[src/rtl/qam_symbol_scheduler.sv]
// QAM symbol scheduler: frames a fixed preamble followed by payload nibbles
// (low nibble first) on a fixed symbol-slot grid, fed through a 2-byte FIFO.
module qam_symbol_scheduler #(
  parameter int unsigned SYMBOL_PERIOD   = 16,
  parameter int unsigned PREAMBLE_LEN    = 8,
  parameter logic [3:0]  PREAMBLE_SYMBOL = 4'b0101
) (
  input  logic       ipClk,
  input  logic       nReset,
  input  logic       ipFrameStart,
  input  logic [7:0] ipFrameLen,
  input  logic [7:0] ipData,
  input  logic       ipDataValid,
  output logic       opDataReady,
  output logic [3:0] opQAMBlock,
  output logic       opQAMBlockValid,
  output logic       opBusy,
  output logic       opUnderrun,
  output logic       opFrameDone
);

  typedef enum logic [1:0] {IDLE, PREAMBLE, PAYLOAD, DONE} stateT;

  stateT      state, nextState;
  logic [7:0] slotCnt, preCnt, frameLen, remainCnt, acceptCnt;
  logic [7:0] fifoMem [2];
  logic       rdPtr, wrPtr, nibbleHi;
  logic [1:0] occ, occNext;
  logic [7:0] acceptNext, lenNext, headByte;
  logic       slotHit, push, pop, emit, underrun, readyNext;
  logic [3:0] emitSym;

  always_ff @(posedge ipClk) begin
    if (nReset) state <= IDLE;
    else        state <= nextState;
  end

  // The slot action is taken on the edge that leaves a slot-0 cycle, so its
  // registered strobe lands one cycle after the slot counter reads 0.
  always_comb begin
    nextState = state;
    emit      = 1'b0;
    emitSym   = '0;
    underrun  = 1'b0;
    pop       = 1'b0;
    slotHit   = (slotCnt == '0);
    headByte  = fifoMem[rdPtr];
    push      = ipDataValid && opDataReady;
    case (state)
      IDLE: if (ipFrameStart) nextState = PREAMBLE;
      PREAMBLE: if (slotHit) begin
        emit    = 1'b1;
        emitSym = PREAMBLE_SYMBOL;
        if (preCnt == 8'(PREAMBLE_LEN - 1))
          nextState = (frameLen == '0) ? DONE : PAYLOAD;
      end
      PAYLOAD: if (slotHit) begin
        if (occ == '0) underrun = 1'b1;
        else begin
          emit    = 1'b1;
          emitSym = nibbleHi ? headByte[7:4] : headByte[3:0];
          if (nibbleHi) begin
            pop = 1'b1;
            if (remainCnt == 8'd1) nextState = DONE;
          end
        end
      end
      DONE: nextState = IDLE;
    endcase
    occNext    = occ + 2'(push) - 2'(pop);
    acceptNext = (state == IDLE) ? '0 : acceptCnt + 8'(push);
    lenNext    = (state == IDLE && ipFrameStart) ? ipFrameLen : frameLen;
    readyNext  = (nextState == PREAMBLE || nextState == PAYLOAD) &&
                 (occNext < 2'd2) && (acceptNext < lenNext);
  end

  always_ff @(posedge ipClk) begin
    if (nReset) begin
      slotCnt         <= '0;
      preCnt          <= '0;
      frameLen        <= '0;
      remainCnt       <= '0;
      acceptCnt       <= '0;
      rdPtr           <= 1'b0;
      wrPtr           <= 1'b0;
      occ             <= '0;
      nibbleHi        <= 1'b0;
      opDataReady     <= 1'b0;
      opQAMBlock      <= '0;
      opQAMBlockValid <= 1'b0;
      opBusy          <= 1'b0;
      opUnderrun      <= 1'b0;
      opFrameDone     <= 1'b0;
    end else begin
      opQAMBlockValid <= emit;
      opQAMBlock      <= emitSym;
      opUnderrun      <= underrun;
      opFrameDone     <= (state == DONE);
      opBusy          <= (nextState != IDLE);
      opDataReady     <= readyNext;
      acceptCnt       <= acceptNext;
      if (state == IDLE) begin
        slotCnt  <= '0;
        preCnt   <= '0;
        rdPtr    <= 1'b0;
        wrPtr    <= 1'b0;
        occ      <= '0;
        nibbleHi <= 1'b0;
        if (ipFrameStart) begin
          frameLen  <= ipFrameLen;
          remainCnt <= ipFrameLen;
        end
      end else begin
        slotCnt <= (slotCnt == 8'(SYMBOL_PERIOD - 1)) ? '0 : slotCnt + 8'd1;
        if (state == PREAMBLE && slotHit) preCnt <= preCnt + 8'd1;
        if (push) begin
          fifoMem[wrPtr] <= ipData;
          wrPtr          <= ~wrPtr;
        end
        if (pop) begin
          rdPtr     <= ~rdPtr;
          remainCnt <= remainCnt - 8'd1;
        end
        if (emit && state == PAYLOAD) nibbleHi <= ~nibbleHi;
        occ <= occNext;
      end
    end
  end

endmodule

[config.mk]
export PLATFORM = sky130hd
export DESIGN_NAME = qam_symbol_scheduler
export DESIGN_NICKNAME = d
export VERILOG_FILES = /design/src/rtl/qam_symbol_scheduler.sv
export SDC_FILE = /design/constraint.sdc
export NUM_CORES = 1
export LEC_CHECK = 0
export CORE_MARGIN = 10
export CORE_UTILIZATION = 58
export CTS_BUF_LIST = sky130_fd_sc_hd__clkbuf_2
export CTS_CLUSTER_DIAMETER = 30
export DETAILED_ROUTE_END_ITERATION = 10
export PLACE_DENSITY_LB_ADDON = 0.12
export SKIP_LAST_GASP = 1
export SLEW_MARGIN = 20
export SYNTH_ARGS = -nofsm -noshare
export SYNTH_HDL_FRONTEND = slang
export SYNTH_SLANG_ARGS = --single-unit
[constraint.sdc]
create_clock -name ipClk -period 2.8 [get_ports ipClk]
set_input_delay 0.56 -clock ipClk [delete_from_list [all_inputs] [get_ports ipClk]]
set_output_delay 0.56 -clock ipClk [all_outputs]
set_load 0.02 [all_outputs]
Word-level counts from Yosys, hierarchy flattened
Memories as Yosys holds them, arrays and structs flattened. A register that Yosys moved wholly into a read port is not among the register bits.
Index checks and enable logic that the tools add are counted.
- register bits: 56
- latch bits: 0
- RAM bits: 16
- memory bits (read-only): 0
- input port bits: 20
- logic and storage cells: 91
- memories: 1
- add/subtract/negate cells: 6
- multipliers: 0
- div/mod/pow operators: 0
- $lt $le $gt $ge: 2
- equality and inequality tests: 9
- shift operators: 0
- mux-type cells: 34
- bitwise logic cells: 5
- reductions and logical operators: 18
- memories (name ; words ; width ; rd ports ; clocked after memory_dff ; write ports ; RTL line ; RTL):
    fifoMem ; 2 ; 8 ; 1 ; 1 ; 1 ; 26 ; logic [7:0] fifoMem [2];
- operators with widths (cell ; count):
    $mux 8 ; 5
    $add 8x1->8 const B ; 2
    $logic_not 8->1 ; 2
    $mux 1 ; 15
    $mux 2 ; 7
    $mux 4 ; 3
    $add 8x1->8 ; 1
    $eq 8x1->1 const B ; 1
    $eq 8x3->1 const B ; 1
    $eq 8x4->1 const B ; 1
    $lt 8x8->1 ; 1
    $pmux 2 s4 ; 1
    $pmux 4 s2 ; 1
    $sub 8x1->8 const B ; 1
    $eq 2x2->1 const B ; 3
    $logic_and 1x1->1 ; 6
    $reduce_or 3->1 ; 2
    $not 1->1 ; 5
    $eq 2x1->1 const B ; 2
    $logic_not 2->1 ; 2
    $reduce_and 2->1 ; 2
    $reduce_bool 2->1 ; 2
    $mux 3 ; 1
    $add 2x1->2 ; 1
    other kinds (6) ; 6

Longest topological paths before layout
Gate-level depths: netlist of run 1.
- depth in word-level cells: 10
- depth in mapped cells: 13
- depth with buffers taken out: 13

Least setup slack after synthesis of run 1
Ideal clock, no wire load.
- path type: register -> register
- start: register state[0]
- end: register opDataReady
- setup time: 74 ps
- arrival: 2383 ps
- data required time: 2726 ps
- path slack: 343 ps
- stages on the path, launching flop included: 13
- clock period less this slack: 2457 ps
- cell sequence: dfxtp_1 > inv_1 > ha_1 > clkbuf_1 > buf_2 > buf_2 > clkbuf_1 > nor2_1 > ha_1 > and4_1 > a21oi_1 > nand3_1 > a31oi_1
- elaborated cells on any way between the ends: 24
- classes of those cells: add/sub (1); order compare (2); eq/ne (5); mux (11); reduce/logical (5)
- RTL lines (element ; RTL line ; RTL):
    start, declared ; 24 ; stateT state, nextState;
    start signal, assigned ; 35 ; else state <= nextState;
    $logic_not 2->1 ; 71 ; acceptNext = (state == IDLE) ? '0 : acceptCnt + 8'(push);
    $mux 8 ; 71 ;
    via acceptNext[7] ; 29 ; logic [7:0] acceptNext, lenNext, headByte;
    $lt 8x8->1 ; 74 ; (occNext < 2'd2) && (acceptNext < lenNext);
    $logic_and 1x1->1 ; 74 ;
    end signal, assigned ; 100 ; opDataReady <= readyNext;
    end, declared ; 14 ; output logic opDataReady,
The timed path passes the listed nets, and every way through them passes these cells.
A chain may end at the register's enable or synchronous reset.

Final worst setup path of run 1
- start: register state[0]
- end: register opDataReady
- elaborated cells on any way between the ends: 24
- classes of those cells: add/sub (1); order compare (2); eq/ne (5); mux (11); reduce/logical (5)
- RTL lines (element ; RTL line ; RTL):
    $eq 2x2->1 ; 49 ; case (state)
    $mux 1 ; 49 ;
    via pop ; 30 ; logic slotHit, push, pop, emit, underrun, readyNext;
    $sub 2x1->2 ; 70 ; occNext = occ + 2'(push) - 2'(pop);
    $lt 2x2->1 ; 74 ;
    $logic_and 1x1->1 ; 73 ; readyNext = (nextState == PREAMBLE || nextState == PAYLOAD) &&
    $logic_and 1x1->1 ; 74 ;
The timed path passes the listed nets, and every way through them passes these cells.

==> results of run 1 <==
-- cells by family after synthesis --
kind of cell	synth area share, %
flops	47.3
xor+xnor	5.37
simple gates	21.9
compound gates	8.91
fa+ha+maj	8.03
buf+inv	2.59
mux	5.84
-- layout by cell type, fill, tap and decap left out, types with 3 or more instances in the layout --
master           instances
a21oi_1                 17
and2_1                   3
and3_1                   7
buf_4                    9
bufinv_16                4
clkbuf_2                 9
clkdlybuf4s50_1         28
dfxtp_1                 57
edfxtp_1                16
ha_1                    22
inv_1                   10
mux2i_1                 11
mux4_2                   4
nand2_1                 27
nand3_1                 14
nand4_1                  4
nor2_1                  51
nor2b_1                  7
nor3_1                   9
nor4_1                   5
o21ai_0                  9
o21ai_1                  6
or3_1                    5
xnor2_1                 11
xor2_1                  10
-- synth_stat cells (5+ instances only) --
library cell and number:
o21ai_1 6, dfxtp_1 57, xnor2_1 11, nand3_1 14, nor2_1 51, nor4_1 5, edfxtp_1 16, and3_1 7
mux2i_1 11, ha_1 22, clkbuf_1 7, or3_1 5, inv_1 10, a21oi_1 17, xor2_1 10, o21ai_0 9
nor3_1 9, nor2b_1 7, nand2_1 27
-- worst min path at each step --
stage                                        to  slack [ns]
final                     slotCnt[0]$_SDFF_PP0_        0.49
after global routing      slotCnt[0]$_SDFF_PP0_        0.53
after CTS                 slotCnt[0]$_SDFF_PP0_        0.50
after detailed placement  slotCnt[0]$_SDFF_PP0_        0.46
after global placement    slotCnt[0]$_SDFF_PP0_        0.45
after floorplan           slotCnt[0]$_SDFF_PP0_        0.43
-- registers in the layout (all words and copies together), names as in the netlist, 2 cells and up, named ones only --
| register | count |
|---|---|
| occ | 2 |
| acceptCnt | 8 |
| frameLen | 8 |
| opQAMBlock | 4 |
| state | 2 |
| fifoMem | 16 |
| preCnt | 8 |
| remainCnt | 8 |
| slotCnt | 8 |
-- critical path, delay by kind of cell, from the launching register on --
family	cells	cell delay (ns)
xor+xnor	2	0.40
compound gates	2	0.32
simple gates	2	0.29
flops	1	0.48
fa+ha+maj	3	0.72
buf+inv	3	0.24
-- layer usage --
layer | global-route usage (%) | up-vias
li1 | - | 1300
met1 | 20.0 | 1195
met2 | 23.3 | 48
met3 | 3.26 | 12
met4 | 7.10 | 0
met5 | 0 | -
-- power breakdown --
| part | switching (uW) | internal [uW] | total, uW |
|---|---|---|---|
| logic | 177 | 128 | 305 |
| registers | 28.5 | 1110 | 1140 |
| clock network | 377 | 476 | 853 |
| total | 583 | 1710 | 2290 |
-- per-stage QoR --
step / TNS [ns] / total power (uW) / std cells / utilization [%] / worst slack, ns
floorplan: 0 / 1360 / 348 / - / 0.343
global placement: 0 / 1450 / 445 / 68.1 / 0.0343
detailed placement: -0.0240 / 1460 / 445 / 68.1 / -0.0240
CTS: 0 / 2300 / 461 / 71.4 / 0.343
global route: 0 / 2380 / 461 / 71.4 / 0.146
finish: 0 / 2290 / 461 / 71.4 / 0.325
-- layout make-up --
type | instances | share of cell area [%]
multi-input cells | 252 | 42.9
flip-flops and latches | 73 | 40.5
repair buffers | 37 | 8.69
clock inverters | 7 | 3.53
well taps | 72 | 2.25
clock buffers | 9 | 1.13
inverters | 11 | 1.03
==> results.sh, run 1 <==
export IMPL_status="completed"
export IMPL_clock_sinks=73
export IMPL_start_util_pct=61.1
export IMPL_drt_initial_drc_count=120
export IMPL_routed_wl_met3_um=260
export IMPL_synth_seq_cells=73
export IMPL_slowest_stage="dfxtp_1"
export IMPL_p_leak_uw=0.00155
export IMPL_synthesis_instances=348
export IMPL_port_buffer_count=28
export IMPL_slew_viol_final=0
export IMPL_clkLatencyLatePin_ns=0.50
export IMPL_timing_rr_end="opDataReady$_SDFF_PP0_"
export IMPL_syn2layout_area_growth_pct=16.8
export IMPL_critPathMaxFanout=6
export IMPL_layout_area_seq_um2=1620
export IMPL_grt_setup_unrepaired="false"
export IMPL_ys_warn_count=0
export IMPL_track_usage_pct=15.2
export IMPL_max_freq_mhz=404
export IMPL_worstPathRequired_ns=3.25
export IMPL_syn_nets=390
export IMPL_place_area_um2=3820
export IMPL_routed_wl_mm=7.03
export IMPL_fill_cells=435
export IMPL_place_hpwl_mm=5.07
export IMPL_cts_clk_slew_worst_paths_ns=0.21
export IMPL_slowest_delay_ns=0.48
export IMPL_synth_top_area_cell="dfxtp_1"
export IMPL_wl_met2_mm=3.28
export IMPL_core_area_um2=5610
export IMPL_top_layer_used="met4"
export IMPL_maxCapViolations=0
export IMPL_diodes=0
export IMPL_yosysSeqAreaShare_pct=47.3
export IMPL_fp_dieArea_um2=9380
export IMPL_slew_limit_headroom_pct=68.7
export IMPL_die_y_um=96.9
export IMPL_cp_end_kind="flip-flop"
export IMPL_ant_nets=0
export IMPL_via_count=2555
export IMPL_clockBufferDepth=2
export IMPL_grt_pass1_vias=2497
export IMPL_hold_class="reg -> reg"
export IMPL_netlist_area_leader_share_pct=33.3
export IMPL_firstDrtPassIters=4
export IMPL_tightestPinTransition_ns=0.469
export IMPL_cts_root_buf="clkbuf_2"
export IMPL_critPathLaunchType="flip-flop"
export IMPL_worstSetupPathType="reg -> reg"
export IMPL_gp_congestion=0.874
export IMPL_grt_start_max_net_pins=43
export IMPL_r2r_start="state[0]$_SDFF_PP0_"
export IMPL_whs_path_depth=1
export IMPL_min_period_ns=2.47
export IMPL_synthFlopType="dfxtp_1"
export IMPL_endpoint="opDataReady$_SDFF_PP0_"
export IMPL_synth_area_leaders="dfxtp_1, edfxtp_1, ha_1"
export IMPL_antenna_found_initial=0
export IMPL_remaining_drc_errors=0
export IMPL_rr_worst_depth=12
export IMPL_numCtsBuffers=9
export IMPL_fin_hold_ws_ns=0.490
export IMPL_syn_cell_area_um2=3430
export IMPL_p_per_area_nw_per_um2=573
export IMPL_grt_ovfl_total=0
export IMPL_fin_worst_skew_ns=0.0234
export IMPL_hold_viol=0
export IMPL_async_reset_ff_share_pct=0
export IMPL_detail_route_wl_per_cell_um=15.2
export IMPL_critPathArrivalTime_ns=2.92
export IMPL_met1_length_mm=3.38
export IMPL_crit_top_cell="ha_1"
export IMPL_synth_edf_count=16
export IMPL_nNetsFinal=426
export IMPL_htree_num_levels=3
export IMPL_cts_tree="done"
export IMPL_multiInputGateArea_um2=1720
export IMPL_io_pins=29
export IMPL_fin_crit_sh_pct=88.4
export IMPL_vias_per_cell=5.54
export IMPL_vdd_drop_max_v=0.000387
export IMPL_cp_startpoint="state[0]$_SDFF_PP0_"
export IMPL_drive_above_1_share_pct=11.3
export IMPL_setup_viol=0
export IMPL_crit_chain="inv_1 -> ha_1 -> o21a_1 -> nand4_1 -> inv_2 -> ha_1 -> inv_1 -> ha_1 -> xor2_1 -> xnor2_1 -> nand3_1 -> a31oi_1"
export IMPL_cts_resized=0
export IMPL_holdCritStartpoint="slotCnt[0]$_SDFF_PP0_"
export IMPL_r2r_setup_slack_ns=0.33
export IMPL_chipWidth_um=96.9
export IMPL_hold_buffers=0
export IMPL_rows=27
export IMPL_fin_area_um2=4000
export IMPL_cts_setup_buffers=0
export IMPL_grt_first_pass_wirelength_mm=12.0
export IMPL_synth_cell_types=49
export IMPL_synth_area_per_cell_um2=9.84
No activity file was read; power rests on OpenSTA's default activity.
==> run 2: changes to the inputs <==
--- a/config.mk
+++ b/config.mk
@@ -10,7 +10,7 @@
 export CTS_BUF_LIST = sky130_fd_sc_hd__clkbuf_2
 export CTS_CLUSTER_DIAMETER = 30
 export DETAILED_ROUTE_END_ITERATION = 10
-export PLACE_DENSITY_LB_ADDON = 0.12
+export PLACE_DENSITY_LB_ADDON = 0.08
 export SKIP_LAST_GASP = 1
 export SLEW_MARGIN = 20
 export SYNTH_ARGS = -nofsm -noshare
==> run 2 against run 1 <==
Against the previous run:
- sequential share of layout area increased by 0.53 points
- non-clock buffer count unchanged
- register-to-register slack got worse by 0.06 ns
- die area unchanged
- routed wire length decreased by 1.1%
- design area decreased by 1.3%
- flip-flop and latch count unchanged
- critical endpoint unchanged
- largest power group unchanged
==> results.sh, run 2 (synthesis gave the netlist of run 1 again) <==
export IMPL_status="completed"
export IMPL_timing_rr_end="opDataReady$_SDFF_PP0_"
export IMPL_clockBufferDepth=2
export IMPL_cts_setup_buffers=0
export IMPL_critical_path_depth=12
export IMPL_grt_ovfl_total=0
export IMPL_vdd_drop_max_v=0.000273
export IMPL_crit_family="simple AND/OR/NAND/NOR gates"
export IMPL_detail_route_wl_per_cell_um=15.1
export IMPL_nNetsFinal=426
export IMPL_largest_reg_flops=16
export IMPL_crit_top_cell="ha_1"
export IMPL_drt_initial_drc_count=109
export IMPL_final_cell_mix="dfxtp_1, nor2_1, clkdlybuf4s50_1"
export IMPL_max_freq_mhz=394
export IMPL_ant_nets=0
export IMPL_clock_sinks=73
export IMPL_endpoint="opDataReady$_SDFF_PP0_"
export IMPL_start_util_pct=61.1
export IMPL_fin_worst_skew_ns=0.0258
export IMPL_min_period_ns=2.54
export IMPL_numCtsBuffers=9
export IMPL_grt_first_pass_wirelength_mm=12.0
export IMPL_routed_wl_mm=6.95
export IMPL_fp_dieArea_um2=9380
export IMPL_htree_num_levels=3
export IMPL_cp_buffers_inverters=3
export IMPL_fill_cells=467
export IMPL_core_area_um2=5610
export IMPL_cts_resized=0
export IMPL_cts_clk_slew_worst_paths_ns=0.19
export IMPL_tns_ns=0
export IMPL_vias_per_cell=5.52
export IMPL_layoutNonFillerInstCount=461
export IMPL_fin_hold_ws_ns=0.502
export IMPL_setup_viol=0
export IMPL_syn2layout_area_growth_pct=15.3
export IMPL_slowest_delay_ns=0.42
export IMPL_cp_end_kind="flip-flop"
export IMPL_remaining_drc_errors=0
export IMPL_total_power_uw=2100
export IMPL_grt_start_max_net_pins=27
export IMPL_place_hpwl_mm=5.20
export IMPL_p_per_area_nw_per_um2=532
export IMPL_firstDrtPassIters=4
export IMPL_track_usage_pct=15.2
export IMPL_cts_root_buf="clkbuf_2"
export IMPL_worstSetupPathType="reg -> reg"
export IMPL_tightestPinTransition_ns=0.475
export IMPL_rows=27
export IMPL_regMostFlops="fifoMem"
export IMPL_fin_crit_sh_pct=90.6
export IMPL_drive_above_1_share_pct=11.1
export IMPL_rr_worst_depth=12
export IMPL_r2r_setup_slack_ns=0.26
export IMPL_cp_startpoint="slotCnt[0]$_SDFF_PP0_"
export IMPL_maxCapViolations=0
export IMPL_critPathLaunchType="flip-flop"
export IMPL_diodes=0
export IMPL_hold_buffers=0
export IMPL_slew_viol_final=0
export IMPL_cts_tree="done"
export IMPL_layout_commonest_cell="dfxtp_1"
export IMPL_crit_chain="inv_1 -> ha_1 -> nor3b_2 -> nand4_1 -> inv_2 -> ha_1 -> inv_1 -> ha_1 -> xor2_1 -> xnor2_1 -> nand3_1 -> a31oi_1"
export IMPL_dp_cells=445
export IMPL_grt_setup_unrepaired="false"
export IMPL_hold_class="reg -> reg"
export IMPL_chipWidth_um=96.9
export IMPL_clkLatencyLatePin_ns=0.50
export IMPL_slew_limit_headroom_pct=68.2
export IMPL_die_y_um=96.9
export IMPL_antenna_found_initial=0
export IMPL_critPathArrivalTime_ns=2.97
export IMPL_worstPathRequired_ns=3.24
export IMPL_port_buffer_count=28
export IMPL_p_leak_uw=0.00152
export IMPL_hold_viol=0
export IMPL_via_count=2547
export IMPL_gp_congestion=0.866
export IMPL_io_pins=29
export IMPL_fin_util_pct=70.5
export IMPL_r2r_start="slotCnt[0]$_SDFF_PP0_"
export IMPL_critPathMaxFanout=6
export IMPL_slowest_stage="nor3b_2"
export IMPL_grt_pass1_vias=2514
## run 2: changes by cell type in the layout (fill, tap and decap cells not counted)
| cell | before | now |
|---|---|---|
| bufinv_16 | 4 | 2 |
| clkinv_1 | 0 | 1 |
| clkbuf_2 | 9 | 11 |
| clkinv_2 | 1 | 0 |
## run 2: how the worst min path moves through the flow
stage	end	startpoint	slack (ns)	depth (start not counted)
3_3_place_gp	slotCnt[0]$_SDFF_PP0_	slotCnt[0]$_SDFF_PP0_	0.45	1
2_1_floorplan	slotCnt[0]$_SDFF_PP0_	slotCnt[0]$_SDFF_PP0_	0.43	1
6_report	slotCnt[0]$_SDFF_PP0_	slotCnt[0]$_SDFF_PP0_	0.50	1
3_5_place_dp	slotCnt[0]$_SDFF_PP0_	slotCnt[0]$_SDFF_PP0_	0.46	1
4_1_cts	frameLen[0]$_SDFFE_PP0P_	frameLen[0]$_SDFFE_PP0P_	0.50	2
5_1_grt	remainCnt[3]$_SDFFE_PP0P_	remainCnt[3]$_SDFFE_PP0P_	0.52	2
## run 2: final cells by class
cell class | instances | area (um2) | share of cell area [%]
clock buffer | 11 | 55.1 | 1.39
clock inverter | 5 | 80.1 | 2.03
inverter | 11 | 41.3 | 1.04
multi-input combinational | 252 | 1720 | 43.4
sequential | 73 | 1620 | 41.0
tap | 72 | 90.1 | 2.28
timing repair buffer | 37 | 348 | 8.80
## run 2: per-layer routing
metal  track usage (%)  wire length [um]  vias to the layer above
met3              3.76               343                       13
met1              20.2              3370                     1173
met2              22.4              3070                       61
met4              7.67               159                        0
li1                  -                 -                     1300
met5                 0                 0                        -
## run 2: through the flow
stage | cell area, um2 | setup WS (ns)
final | 3950 | 0.262
after global routing | 3950 | 0.0648
after CTS | 3950 | 0.226
after detailed placement | 3820 | -0.0244
after global placement | 3820 | 0.0431
after floorplan | 3430 | 0.343
## run 2: where the power goes
group	internal, uW	switching [uW]
Combinational	130	173
Sequential	1110	26.9
Clock	304	363
## run 2: worst register-to-register path, cell delays in order (launching register included)
cell and delay, ns:
dfxtp_1 0.38, inv_1 0.09, ha_1 0.15, nor3b_2 0.42
nand4_1 0.24, inv_2 0.17, ha_1 0.24, inv_1 0.05
ha_1 0.14, xor2_1 0.17, xnor2_1 0.18, nand3_1 0.11
a31oi_1 0.15
==> run 3: changes to the inputs <==
--- a/config.mk
+++ b/config.mk
@@ -5,8 +5,9 @@
 export SDC_FILE = /design/constraint.sdc
 export NUM_CORES = 1
 export LEC_CHECK = 0
+export ABC_AREA = 0
 export CORE_MARGIN = 10
-export CORE_UTILIZATION = 58
+export CORE_UTILIZATION = 60
 export CTS_BUF_LIST = sky130_fd_sc_hd__clkbuf_2
 export CTS_CLUSTER_DIAMETER = 30
 export DETAILED_ROUTE_END_ITERATION = 10
==> run 3 against run 2 <==
Against the previous run:
- clock-buffer cell count shrank 1
- critical path depth is the same
- routed wire length shrank 1.2%
- highest routed layer unchanged
- largest cell class unchanged
- via count grew 1.2%
- critical path type unchanged
- final cell count grew 0.22%
- worst setup slack gained 0.048 ns
- total power shrank 3.7%
- clock power shrank 12%
- sequential share of layout area grew 0.10 points
- global-route usage grew 1.1 points
- hold slack lost 0.015 ns
==> results.sh, run 3 (synthesis gave the netlist of run 1 again) <==
export IMPL_status="completed"
export IMPL_cts_setup_buffers=0
export IMPL_setup_viol=0
export IMPL_vdd_drop_max_v=0.000387
export IMPL_grt_pass1_vias=2545
export IMPL_cts_clk_slew_worst_paths_ns=0.20
export IMPL_drive_above_1_share_pct=11.5
export IMPL_p_per_area_nw_per_um2=514
export IMPL_fin_crit_sh_pct=88.9
export IMPL_layout_commonest_cell="dfxtp_1"
export IMPL_slowest_delay_ns=0.41
export IMPL_crit_top_cell="ha_1"
export IMPL_comb_power_share_pct=15.0
export IMPL_r2r_start="state[0]$_SDFF_PP0_"
export IMPL_p_leak_uw=0.00152
export IMPL_r2r_setup_slack_ns=0.31
export IMPL_slew_limit_headroom_pct=70.4
export IMPL_min_period_ns=2.49
export IMPL_worstSetupPathType="reg -> reg"
export IMPL_worstPathRequired_ns=3.23
export IMPL_grt_start_max_net_pins=27
export IMPL_nNetsFinal=427
export IMPL_hold_end="slotCnt[0]$_SDFF_PP0_"
export IMPL_cts_root_buf="clkbuf_2"
export IMPL_cts_tree="done"
export IMPL_gp_congestion=0.852
export IMPL_hold_viol=0
export IMPL_clockBufferDepth=2
export IMPL_slew_viol_final=0
export IMPL_max_freq_mhz=402
export IMPL_use_met3_pct=3.38
export IMPL_diodes=0
export IMPL_regMostFlops="fifoMem"
export IMPL_grt_ovfl_total=0
export IMPL_numCtsBuffers=9
export IMPL_core_area_um2=5540
export IMPL_busiest_layer="met2"
export IMPL_final_cell_mix="dfxtp_1, nor2_1, clkdlybuf4s50_1"
export IMPL_io_pins=29
export IMPL_tightestPinTransition_ns=0.443
export IMPL_firstDrtPassIters=4
export IMPL_critPathMaxFanout=6
export IMPL_crit_chain="inv_1 -> ha_1 -> o21a_1 -> nand4_1 -> inv_2 -> ha_1 -> inv_1 -> ha_1 -> xor2_1 -> xnor2_1 -> nand3_1 -> a31oi_1"
export IMPL_hold_class="reg -> reg"
export IMPL_track_usage_pct=16.3
export IMPL_grt_first_pass_wirelength_mm=11.9
export IMPL_timing_rr_end="opDataReady$_SDFF_PP0_"
export IMPL_slowest_stage="dfxtp_1"
export IMPL_rows=27
export IMPL_grt_setup_unrepaired="false"
export IMPL_tns_ns=0
export IMPL_critPathLaunchType="flip-flop"
export IMPL_hold_buffers=0
export IMPL_antenna_found_initial=0
export IMPL_clkLatencyLatePin_ns=0.49
export IMPL_seq_power_share_pct=56.0
export IMPL_detail_route_wl_per_cell_um=14.9
export IMPL_switching_power_uw=575
export IMPL_cts_resized=0
export IMPL_p_int_uw=1450
export IMPL_port_buffer_count=28
export IMPL_chipWidth_um=95.6
export IMPL_drt_initial_drc_count=169
export IMPL_rr_worst_depth=12
export IMPL_fin_worst_skew_ns=0.0233
export IMPL_fp_dieArea_um2=9130
export IMPL_maxCapViolations=0
export IMPL_remaining_drc_errors=0
export IMPL_syn2layout_area_growth_pct=15.0
export IMPL_die_y_um=95.6
export IMPL_largest_reg_flops=16
export IMPL_p_clk_share_pct=29.0
export IMPL_vias_per_cell=5.58
export IMPL_cp_end_kind="flip-flop"
export IMPL_use_met2_pct=25.7
export IMPL_routed_wl_mm=6.86
export IMPL_whs_path_depth=1
export IMPL_holdCritStartpoint="slotCnt[0]$_SDFF_PP0_"
export IMPL_ant_nets=0
export IMPL_start_util_pct=61.8
export IMPL_clock_sinks=73
export IMPL_htree_num_levels=3
export IMPL_met1_usage_pct=21.6
export IMPL_fin_hold_ws_ns=0.487
export IMPL_place_hpwl_mm=5.22
export IMPL_critPathArrivalTime_ns=2.92
export IMPL_via_count=2578
export IMPL_netSwitchingFraction_pct=28.4
==> run 3: worst max-delay path by stage <==
stage / start / cells past startpoint / slack (ns) / endpoint
6_report: state[0]$_SDFF_PP0_ / 12 / 0.31 / opDataReady$_SDFF_PP0_
5_1_grt: state[0]$_SDFF_PP0_ / 12 / 0.04 / opDataReady$_SDFF_PP0_
4_1_cts: state[0]$_SDFF_PP0_ / 12 / 0.32 / opDataReady$_SDFF_PP0_
3_5_place_dp: ipDataValid / 13 / 0.008 / opDataReady$_SDFF_PP0_
3_3_place_gp: ipDataValid / 13 / 0.06 / opDataReady$_SDFF_PP0_
2_1_floorplan: state[0]$_SDFF_PP0_ / 12 / 0.34 / opDataReady$_SDFF_PP0_
==> run 3: per-stage QoR <==
step	setup slack [ns]	cell area [um2]	util, %	std cells	total power [uW]
final	0.310	3940	71.1	462	2030
after global routing	0.0419	3940	71.1	462	2130
after CTS	0.324	3940	71.1	462	2040
after detailed placement	0.00794	3820	69.0	446	1460
after global placement	0.0588	3820	69.0	446	1450
after floorplan	0.343	3430	-	348	1360
==> run 3: layout make-up <==
class                      count  area (um2)
clock inverter                 6        67.6
timing repair buffer          38         355
clock buffer                  10        50.0
fill                         458        1600
sequential                    73        1620
inverter                      11        41.3
multi-input combinational    252        1720
tap                           72        90.1
==> run 3: routing by layer <==
metal  vias to the layer above  part of all wire (%)
met3                        10                   4.4
met1                      1215                    48
met2                        52                    47
met4                         0                   1.3
li1                       1301                     -
met5                         -                     0
==> run 3: worst max-delay path, delay by kind of cell (launching register included) <==
kind	cells	cell delay, ns
AND/OR/NAND/NOR	2	0.32
XOR/XNOR	2	0.36
flip-flops	1	0.41
adder cells (fa/ha/maj)	3	0.65
buffers and inverters	3	0.34
AO/OA/AOI/OAI	2	0.39
==> run 3: power groups by stage <==
stage / Sequential (uW) / Clock [uW] / Combinational [uW]
after floorplan: 1160 / 0 / 202
after global placement: 1160 / 0 / 296
after detailed placement: 1160 / 0 / 303
after CTS: 1140 / 600 / 305
after global routing: 1140 / 644 / 345
final: 1140 / 587 / 304
